[src/rtl/unary_pkg.sv]
// Shared constants, state encoding and digit helper for the base-9 unary adder host.
package unary_pkg;

  localparam int RADIX     = 9;
  localparam int DIGIT_MAX = RADIX - 1;
  localparam int DIGIT_W   = 4;

  typedef enum logic [1:0] {
    IDLE,
    READ,
    WRITE,
    DONE
  } host_state_t;

  // Clamp an incoming binary digit to the largest legal base-9 value.
  function automatic logic [DIGIT_W-1:0] sat_digit(input logic [DIGIT_W-1:0] d);
    return (d > DIGIT_W'(DIGIT_MAX)) ? DIGIT_W'(DIGIT_MAX) : d;
  endfunction

endpackage

[src/rtl/unary_add_host_if.sv]
// Operand/result bus plus adder-side unary streams of the unary adder host.
interface unary_add_host_if;

  logic                          start;
  logic [unary_pkg::DIGIT_W-1:0] a_dig;
  logic [unary_pkg::DIGIT_W-1:0] b_dig;
  logic                          busy;
  logic                          done;
  logic [unary_pkg::DIGIT_W-1:0] sum_dig;
  logic                          carry;
  logic                          err;
  logic                          en;
  logic                          read_or_write;
  logic                          A;
  logic                          B;
  logic                          dout;
  logic                          C;

  // slave: the host block itself; master: whoever supplies operands and models the adder.
  modport slave (
    input  start, a_dig, b_dig, dout, C,
    output busy, done, sum_dig, carry, err, en, read_or_write, A, B
  );

  modport master (
    output start, a_dig, b_dig, dout, C,
    input  busy, done, sum_dig, carry, err, en, read_or_write, A, B
  );

endinterface

[src/rtl/unary_serializer.sv]
// Thermometer encoder: emits a one while the phase counter is below the digit.
module unary_serializer
  import unary_pkg::*;
#(
  parameter int CNT_W = 4
) (
  input  logic [CNT_W-1:0]   i_k,
  input  logic [DIGIT_W-1:0] i_digit,
  output logic               o_bit
);

  localparam int W = (CNT_W > DIGIT_W) ? CNT_W : DIGIT_W;

  logic [W-1:0] w_k;
  logic [W-1:0] w_d;

  assign w_k   = W'(i_k);
  assign w_d   = W'(i_digit);
  assign o_bit = (w_k < w_d);

endmodule

[src/rtl/unary_add_host.sv]
// Host for one base-9 unary adder slice: serializes two digits, then counts the unary result back.
module unary_add_host
  import unary_pkg::*;
#(
  parameter int READ_LEN  = 8,
  parameter int WRITE_LEN = 10
) (
  input logic             clk,
  input logic             rst,
  unary_add_host_if.slave bus
);

  localparam int CNT_MAX = (READ_LEN > WRITE_LEN) ? READ_LEN : WRITE_LEN;
  localparam int CNT_W   = $clog2(CNT_MAX + 1);

  host_state_t        r_state, w_state_nxt;
  logic [CNT_W-1:0]   r_cnt, w_cnt_nxt;
  logic [DIGIT_W-1:0] r_a_q, r_b_q, w_a_nxt, w_b_nxt;
  logic [DIGIT_W-1:0] r_sum;
  logic               r_carry, r_err;
  logic               r_en, r_rw, r_a, r_b;
  logic               w_accept, w_a_bit, w_b_bit, w_carry_win;

  assign w_accept = (r_state == IDLE) && bus.start;
  assign w_a_nxt  = w_accept ? sat_digit(bus.a_dig) : r_a_q;
  assign w_b_nxt  = w_accept ? sat_digit(bus.b_dig) : r_b_q;

  // NOTE: every output of this block gets a default first, so no path can infer a latch.
  always_comb begin
    w_state_nxt = r_state;
    w_cnt_nxt   = r_cnt;
    case (r_state)
      IDLE: begin
        if (bus.start) begin
          w_state_nxt = READ;
          w_cnt_nxt   = '0;
        end
      end
      READ: begin
        if (r_cnt == CNT_W'(READ_LEN - 1)) begin
          w_state_nxt = WRITE;
          w_cnt_nxt   = CNT_W'(1);
        end else begin
          w_cnt_nxt = r_cnt + CNT_W'(1);
        end
      end
      WRITE: begin
        if (r_cnt == CNT_W'(WRITE_LEN)) begin
          w_state_nxt = DONE;
          w_cnt_nxt   = '0;
        end else begin
          w_cnt_nxt = r_cnt + CNT_W'(1);
        end
      end
      DONE: begin
        w_state_nxt = IDLE;
        w_cnt_nxt   = '0;
      end
      default: begin
        w_state_nxt = IDLE;
        w_cnt_nxt   = '0;
      end
    endcase
  end

  // Serializers look at next-state values so A/B are registered and stable for the whole cycle.
  unary_serializer #(.CNT_W(CNT_W)) u_ser_a (
    .i_k     (w_cnt_nxt),
    .i_digit (w_a_nxt),
    .o_bit   (w_a_bit)
  );

  unary_serializer #(.CNT_W(CNT_W)) u_ser_b (
    .i_k     (w_cnt_nxt),
    .i_digit (w_b_nxt),
    .o_bit   (w_b_bit)
  );

  // NOTE: sequential state uses non-blocking assignments so every register samples pre-edge values.
  always_ff @(posedge clk or posedge rst) begin
    if (rst) begin
      r_state <= IDLE;
      r_cnt   <= '0;
      r_a_q   <= '0;
      r_b_q   <= '0;
      r_en    <= 1'b0;
      r_rw    <= 1'b0;
      r_a     <= 1'b0;
      r_b     <= 1'b0;
    end else begin
      r_state <= w_state_nxt;
      r_cnt   <= w_cnt_nxt;
      r_a_q   <= w_a_nxt;
      r_b_q   <= w_b_nxt;
      r_en    <= (w_state_nxt == READ) || (w_state_nxt == WRITE);
      r_rw    <= (w_state_nxt == WRITE);
      r_a     <= (w_state_nxt == READ) && w_a_bit;
      r_b     <= (w_state_nxt == READ) && w_b_bit;
    end
  end

  // Adder carry can appear from READ cycle 2 and, from the last READ edge, in WRITE cycle 1.
  assign w_carry_win = ((r_state == READ) && (r_cnt != '0)) ||
                       ((r_state == WRITE) && (r_cnt == CNT_W'(1)));

  always_ff @(posedge clk or posedge rst) begin
    if (rst) begin
      r_sum   <= '0;
      r_carry <= 1'b0;
      r_err   <= 1'b0;
    end else if (w_accept) begin
      r_sum   <= '0;
      r_carry <= 1'b0;
      r_err   <= 1'b0;
    end else begin
      if (w_carry_win && bus.C) r_carry <= 1'b1;
      if ((r_state == WRITE) && bus.dout) begin
        if (r_sum != {DIGIT_W{1'b1}}) r_sum <= r_sum + 4'd1;
        if (r_cnt == CNT_W'(WRITE_LEN)) r_err <= 1'b1;
      end
    end
  end

  assign bus.busy          = (r_state != IDLE);
  assign bus.done          = (r_state == DONE);
  assign bus.sum_dig       = r_sum;
  assign bus.carry         = r_carry;
  assign bus.err           = r_err;
  assign bus.en            = r_en;
  assign bus.read_or_write = r_rw;
  assign bus.A             = r_a;
  assign bus.B             = r_b;

endmodule

[src/flat_wrapper.sv]
// flat-port wrapper written by rule: the top's interface ports become plain ports
module unary_add_host_flat import unary_pkg::*;
#(
  parameter int READ_LEN  = 8,
  parameter int WRITE_LEN = 10
)
  (clk, rst, bus_start, bus_a_dig, bus_b_dig, bus_dout, bus_C, bus_busy, bus_done, bus_sum_dig, bus_carry, bus_err, bus_en, bus_read_or_write, bus_A, bus_B);
  unary_add_host_if bus_i ();
  input logic clk;
  input logic rst;
  input wire logic [$bits(bus_i.start)-1:0] bus_start;
  input wire logic [$bits(bus_i.a_dig)-1:0] bus_a_dig;
  input wire logic [$bits(bus_i.b_dig)-1:0] bus_b_dig;
  input wire logic [$bits(bus_i.dout)-1:0] bus_dout;
  input wire logic [$bits(bus_i.C)-1:0] bus_C;
  output wire logic [$bits(bus_i.busy)-1:0] bus_busy;
  output wire logic [$bits(bus_i.done)-1:0] bus_done;
  output wire logic [$bits(bus_i.sum_dig)-1:0] bus_sum_dig;
  output wire logic [$bits(bus_i.carry)-1:0] bus_carry;
  output wire logic [$bits(bus_i.err)-1:0] bus_err;
  output wire logic [$bits(bus_i.en)-1:0] bus_en;
  output wire logic [$bits(bus_i.read_or_write)-1:0] bus_read_or_write;
  output wire logic [$bits(bus_i.A)-1:0] bus_A;
  output wire logic [$bits(bus_i.B)-1:0] bus_B;
  assign bus_i.start = bus_start;
  assign bus_i.a_dig = bus_a_dig;
  assign bus_i.b_dig = bus_b_dig;
  assign bus_i.dout = bus_dout;
  assign bus_i.C = bus_C;
  assign bus_busy = bus_i.busy;
  assign bus_done = bus_i.done;
  assign bus_sum_dig = bus_i.sum_dig;
  assign bus_carry = bus_i.carry;
  assign bus_err = bus_i.err;
  assign bus_en = bus_i.en;
  assign bus_read_or_write = bus_i.read_or_write;
  assign bus_A = bus_i.A;
  assign bus_B = bus_i.B;
  unary_add_host #(.READ_LEN(READ_LEN), .WRITE_LEN(WRITE_LEN)) u_core (.clk(clk), .rst(rst), .bus(bus_i));
endmodule
[config.mk]
export PLATFORM = sky130hd
export DESIGN_NAME = unary_add_host_flat
export DESIGN_NICKNAME = d
export VERILOG_FILES = /design/src/rtl/unary_pkg.sv /design/src/rtl/unary_add_host_if.sv /design/src/rtl/unary_serializer.sv /design/src/rtl/unary_add_host.sv /design/src/flat_wrapper.sv
export SDC_FILE = /design/constraint.sdc
export NUM_CORES = 1
export LEC_CHECK = 0
export CAP_MARGIN = 15
export CORE_MARGIN = 2
export CORE_UTILIZATION = 55
export DETAILED_ROUTE_END_ITERATION = 8
export PLACE_DENSITY = 0.8
export SLEW_MARGIN = 0
export SYNTH_ARGS = -nofsm -noshare
export SYNTH_HDL_FRONTEND = slang
export SYNTH_HIERARCHICAL = 1
export SYNTH_SLANG_ARGS = --single-unit
export TNS_END_PERCENT = 50
[constraint.sdc]
create_clock -name clk -period 6 [get_ports clk]
set_clock_uncertainty 0.05 [all_clocks]
set_input_delay 0.6 -clock clk [delete_from_list [all_inputs] [get_ports clk]]
set_output_delay 0.6 -clock clk [all_outputs]
set_load 0.01 [all_outputs]
After elaboration in Yosys (flattened, before gate mapping)
Index checks and enable logic that the tools add are counted.
- output and inout port bits: 12
- bits of input ports: 13
- flip-flop bits (word level): 24
- word-level logic and storage cells: 64
- eq/ne operators: 9
- mux-type cells: 20
- reduce and logical (&&, ||, !) cells: 18
- $add $sub $neg: 2
- order comparisons: 4
- operator list (kind ; count):
    $mux 4 ; 10
    $pmux 4 s4 ; 1
    $reduce_bool 2->1 ; 5
    $add 4x1->4 const B ; 2
    $gt 4x4->1 const B ; 2
    $lt 4x4->1 ; 2
    $pmux 2 s4 ; 1
    $logic_and 1x1->1 ; 7
    $eq 2x2->1 const B ; 3
    $mux 2 ; 3
    $mux 1 ; 5
    $eq 2x1->1 const B ; 2
    $eq 4x1->1 const B ; 1
    $eq 4x3->1 const B ; 1
    $eq 4x4->1 const B ; 1
    $ne 4x4->1 const B ; 1
    $reduce_and 2->1 ; 2
    $reduce_bool 4->1 ; 1
    $logic_not 2->1 ; 1
    $logic_or 1x1->1 ; 2

Depth between registers and ports, before layout
- depth in word-level cells: 6
- depth in mapped cells: 10
- gate-level depth less buffers: 10

Hierarchy
Netlist, hierarchy kept.
- modules (own cells, without submodules) (module ; seq. area each (um^2) ; cells each ; area each (um^2) ; instances):
    unary_add_host ; 600.6 ; 120 ; 1183.6 ; 1
    unary_serializer ; 0.0 ; 11 ; 85.1 ; 2

Worst setup path before layout
OpenSTA, ideal clock, no wires.
- path type: reg-to-reg
- start: reg u_core.r_cnt[0]
- end: reg u_core.r_a (netlist: u_core/bus.A)
- path slack: 3.716 ns
- stages on the path, launching flop included: 11
- clock period less this slack: 2.284 ns
- data required time: 5.831 ns
- data arrival time: 2.115 ns
- path through: dfrtp_1 > inv_1 > ha_1 > nand3b_1 > a22oi_1 > nor2_1 > a211o_1 > ha_1 > nor2_1 > or3_1 > and2_1
- longest elaborated chain between the ends: 5
- elaborated cells on any way between the ends: 13
- classes of those cells: add/sub: 1; order compare: 1; eq/ne: 3; mux: 7; reduce/logical: 1
- RTL lines (item ; line ; source):
    from (decl) ; unary_add_host.sv:17 ; logic [CNT_W-1:0] r_cnt, w_cnt_nxt;
    from (signal assigned) ; unary_add_host.sv:92 ; r_cnt <= w_cnt_nxt;
    $add 4x1->4 (tied with other cells) ; unary_add_host.sv:44, unary_add_host.sv:52 ;
    $mux 4, on equally long branches ; unary_add_host.sv:48, unary_add_host.sv:40 ;
    $pmux 4 s4 * ; unary_add_host.sv:32 ; case (r_state)
    via u_core.w_cnt_nxt[3] ; unary_add_host.sv:17 ;
    $lt 4x4->1 * ; unary_serializer.sv:19 ; assign o_bit = (w_k < w_d);
    via u_core.w_a_bit ; unary_add_host.sv:22 ; logic w_accept, w_a_bit, w_b_bit, w_carry_win;
    $logic_and 1x1->1 * ; unary_add_host.sv:97 ; r_a <= (w_state_nxt == READ) && w_a_bit;
    to (signal assigned) ; unary_add_host.sv:97 ;
    to (decl) ; unary_add_host.sv:21 ; logic r_en, r_rw, r_a, r_b;
Mark *: on every way through the listed nets, which the timed path passes. The rest lies on a longest branch.
A chain may end at the register's enable or synchronous reset.

Worst setup path in the final report
- start: in bus_start
- end: reg u_core.r_a (netlist: u_core/bus.A)
- longest elaborated chain between the ends: 4
- elaborated cells on any way between the ends: 9
- classes of those cells: order compare: 1; eq/ne: 1; mux: 5; reduce/logical: 2
- RTL lines (item ; line ; source):
    from (decl) ; flat_wrapper.sv:11 ; input wire logic [$bits(bus_i.start)-1:0] bus_start;
    $logic_and 1x1->1 ; unary_add_host.sv:24 ; assign w_accept = (r_state == IDLE) && bus.start;
    $mux 4 ; unary_add_host.sv:25 ; assign w_a_nxt = w_accept ? sat_digit(bus.a_dig) : r_a_q;
    via u_core.w_a_nxt[1] ; unary_add_host.sv:18 ; logic [DIGIT_W-1:0] r_a_q, r_b_q, w_a_nxt, w_b_nxt;
    $lt 4x4->1 ; unary_serializer.sv:19 ;
    via u_core.w_a_bit ; unary_add_host.sv:22 ;
    $logic_and 1x1->1 ; unary_add_host.sv:97 ;
The timed path passes the listed nets, and every way through them passes these cells.

==> results.txt <==
The run finished with clean final reports. Clock tree synthesis inserted a total of 3 buffers. After synthesis the netlist holds a flip-flop and latch count of 24. Setup total negative slack on the finished layout was measured at 0 ns. The most instantiated flip-flop cell in the synthesis netlist is sky130_fd_sc_hd__dfrtp_1. The post-detailed-route wirelength per cell is 13.1 um, and the register-to-register setup slack is 3.44 ns. Via count normalized by instance count: 5.32.

The die boundary height was 53.6 um. Minimum clock period: 2.67 ns. The number of cells on the worst reg-to-reg path is 10.

Once the clock tree was built, the setup fixing pass inserted 0 buffers. The run gives 1 as the number of H-tree levels. Headroom to the max-slew limit came out at 40.4%.

Number of diodes added for antenna fixing: 0. Buffers placed on the I/O ports in this run total 24. The most critical setup path has its startpoint at bus_start. The biggest area contributor in the post-synthesis netlist is sky130_fd_sc_hd__dfrtp_1. The final-report max-slew violation count came out at 0. The tools report the post-route standard cell area excluding fillers as 1640 um^2.

The final cycle utilization of the critical path was 44.5%. The total power divided by cell area came out at 468 nW/um^2. Count of cell types in the netlist: 35. For this run the aggregate overflow at the end of global routing stands at 0. The cell area that synthesis handed to floorplanning was 1350 um^2.

After the flow finishes, the layout carries non-filler instances totaling 195. The routed design has 2.56 mm of wire. The final layout contains 194 nets. The pin count of the biggest net entering global routing came out at 25. The worst setup path is captured at a register.

The detailed-placement wirelength estimate came out at 1.98 mm. Summed over all cells, the static leakage comes to 0.796 nW. The worst register-to-register path ends at u_core/bus.B. The number of cells upsized or downsized after cts is 0. Number of flops mapped to enable cells by yosys: 0. The clock tree root buffer cell is sky130_fd_sc_hd__clkbuf_4. The tools report the area of the core as 2280 um^2.

In the final layout, flip-flops and latches occupy 601 um^2. The number of antenna violations at the first check in global routing was 0. The Yosys step of the flow raised 6 warnings. The signal arrival time at the worst endpoint is 2.83 ns. The run gives 1037 as the total via count after detailed routing. The initialized floorplan defines 17 standard-cell rows.

The clock-pin slew on the worst setup and hold paths works out to 0.12 ns. The number of nets still failing antenna checks after routing was 0; the number of nets in the synthesized netlist was 168. The number of remaining DRC errors was 0. TritonCTS built the clock tree. The first detailed-routing pass took 4 iterations. The maximum fanout encountered on the critical timing path is 14. The tools report the endpoint of the worst setup timing path as u_core/bus.A. Sequential cells were found to cover 44.4% of the synthesized design area.

At the pin with the least slew margin, the transition time is 0.894 ns. CTS saw 24 sinks. STA classifies the critical path startpoint as an input port.

Ratio of cells with drive above 1 in the final layout: 6.59%. The congestion estimate from routability-driven global placement came to 0.859. The placement-stage cell area is 1610 um^2. The floorplan step set the die width to 53.6 um.

Setup violations remaining at the end of the flow were counted as 0. The first global-routing pass estimated 4.46 mm of wire. The max-cap violation count is 0, and the mean post-synth cell area is 9.53 um^2.

STA puts the critical path data required time at 6.16 ns. Sorting the synthesized cells by area gives the leading types as sky130_fd_sc_hd__dfrtp_1 (44%), sky130_fd_sc_hd__ha_1 (12%), sky130_fd_sc_hd__nand2_1 (6.7%). The area taken by multi-input logic gates came out at 679 um^2. The logs give 59.5% for the starting density of the core and 165 for the filler cell count. Prior to clock tree synthesis, the placed netlist has a worst setup slack of 2.97 ns. After layout, the worst setup slack is 3.33 ns.

Global routing used 21.9% of the available tracks across all layers. The logs give 0.000357 V for the maximum vdd ir drop and 18 for the number of DRC violations after detailed-routing iteration 0. Of the post-synthesis cell area, the dominant cell type holds 44.4%. The run gives 0 as the total count of hold-check failures in the final report. The via count of the first global-routing pass is 1004. The worst register-to-register path begins at u_core/r_cnt[0]. The area added between synthesis and finish was 21.4%; the number of buffers between clock root and the deepest sink was 2. The critical path is of the in2reg type.

Derived from the worst setup path, the maximum achievable clock frequency is 0.374 GHz. The count of pins on the block boundary came out at 25. In the synthesized netlist, the number of instances is 142. The die covers 2870 um^2. The number of cells in the design after placement came out at 191. The tools report the number of buffers added to fix hold violations after cts as 0. Setup repair after global routing left no endpoint under its margin.

In this run the worst hold path is classified as reg2reg. After synthesis, the share of flip-flops with an asynchronous set or reset is 100%. The later pin in the worst-skew pair is clocked with a latency of 0.30 ns.
[sequential cells by signal, indices dropped and copies added, names as in the netlist]
name	count
u_core/bus.A	1
u_core/bus.B	1
u_core/r_state	2
u_core/r_b_q	4
u_core/r_a_q	4
u_core/bus.read_or_write	1
u_core/r_cnt	4
u_core/bus.err	1
u_core/bus.en	1
u_core/bus.carry	1
u_core/bus.sum_dig	4
[Yosys cell counts, drive strengths merged, types with 2 or more instances]
library cell and instances:
nand3 4, xor2 2, nand3b 8, or3 3
ha 13, nor3 3, buf 3, inv 14
o21ai 3, nand2b 2, a22oi 2, dfrtp 24
a21oi 4, a2111oi 2, and2 4, nor2 13
nand2 24
[kinds of logic (layout without fill, tap and decap cells)]
logic type      Yosys count  after routing  share of synthesized area (%)
compound gates           18             18                           10.1
xor+xnor                  3              3                           1.94
fa+ha+maj                13             13                           12.0
buf+inv                  17             42                           5.45
flops                    24             24                           44.4
mux                       1              1                          0.739
simple gates             66             66                           25.4
[placed cells by master, fill, tap and decap left out, types with 3 or more instances in the layout]
master                            netlist  routed
sky130_fd_sc_hd__dfrtp_1               24      24
sky130_fd_sc_hd__a21oi_1                4       4
sky130_fd_sc_hd__clkbuf_4               0       3
sky130_fd_sc_hd__nor2_1                13      13
sky130_fd_sc_hd__or3_1                  3       3
sky130_fd_sc_hd__nand3_1                3       3
sky130_fd_sc_hd__nor3_1                 3       3
sky130_fd_sc_hd__o21ai_0                3       3
sky130_fd_sc_hd__nand2_1               24      24
sky130_fd_sc_hd__inv_1                 14      14
sky130_fd_sc_hd__nand3b_1               8       8
sky130_fd_sc_hd__ha_1                  13      13
sky130_fd_sc_hd__clkdlybuf4s50_1        0      24
[power breakdown]
part / internal (mW) / leakage [nW] / switching, mW
sequential: 0.222 / 0.303 / 0.0497
combinational: 0.210 / 0.472 / 0.205
clock: 0.0370 / 0.0210 / 0.0459
total: 0.469 / 0.796 / 0.300
[worst min-delay path by stage]
stage	startpoint	cells past startpoint	slack, ns	endpoint
global placement	u_core/r_a_q[1]	2	0.40	u_core/r_a_q[1]
CTS	u_core/r_b_q[1]	2	0.44	u_core/r_b_q[1]
floorplan	u_core/r_a_q[1]	2	0.38	u_core/r_a_q[1]
finish	u_core/r_b_q[1]	2	0.44	u_core/r_b_q[1]
detailed placement	u_core/r_b_q[1]	2	0.41	u_core/r_b_q[1]
global route	u_core/r_b_q[1]	2	0.47	u_core/r_b_q[1]
[critical path, cell delays in order]
cell and delay [ns]:
sky130_fd_sc_hd__clkdlybuf4s50_1 0.52, sky130_fd_sc_hd__and2_0 0.56, sky130_fd_sc_hd__nand3b_1 0.13, sky130_fd_sc_hd__nand2_1 0.11, sky130_fd_sc_hd__inv_1 0.04, sky130_fd_sc_hd__ha_1 0.28, sky130_fd_sc_hd__a2111oi_2 0.06, sky130_fd_sc_hd__or3_1 0.35
sky130_fd_sc_hd__and2_1 0.16
[layout make-up]
| cell class | count | share of cell area [%] |
|---|---|---|
| sequential | 24 | 36.5 |
| timing repair buffer | 24 | 14.6 |
| multi-input combinational | 101 | 41.3 |
| clock buffer | 4 | 2.21 |
| inverter | 14 | 3.20 |
| tap | 28 | 2.13 |
[metal layers]
metal	wire, um	GRT usage, %
met1	1160	28.8
met4	16	7.69
met3	104	3.06
met2	1280	37.0
met5	0	0
[metrics by stage]
step / hold slack [ns] / util, % / power (mW)
after floorplan: 0.384 / - / 0.561
after global placement: 0.399 / 70.6 / 0.666
after detailed placement: 0.408 / 70.6 / 0.690
after CTS: 0.438 / 72.2 / 0.776
after global routing: 0.469 / 72.2 / 0.849
final: 0.438 / 72.2 / 0.769
(Power assumes the default switching activity.)
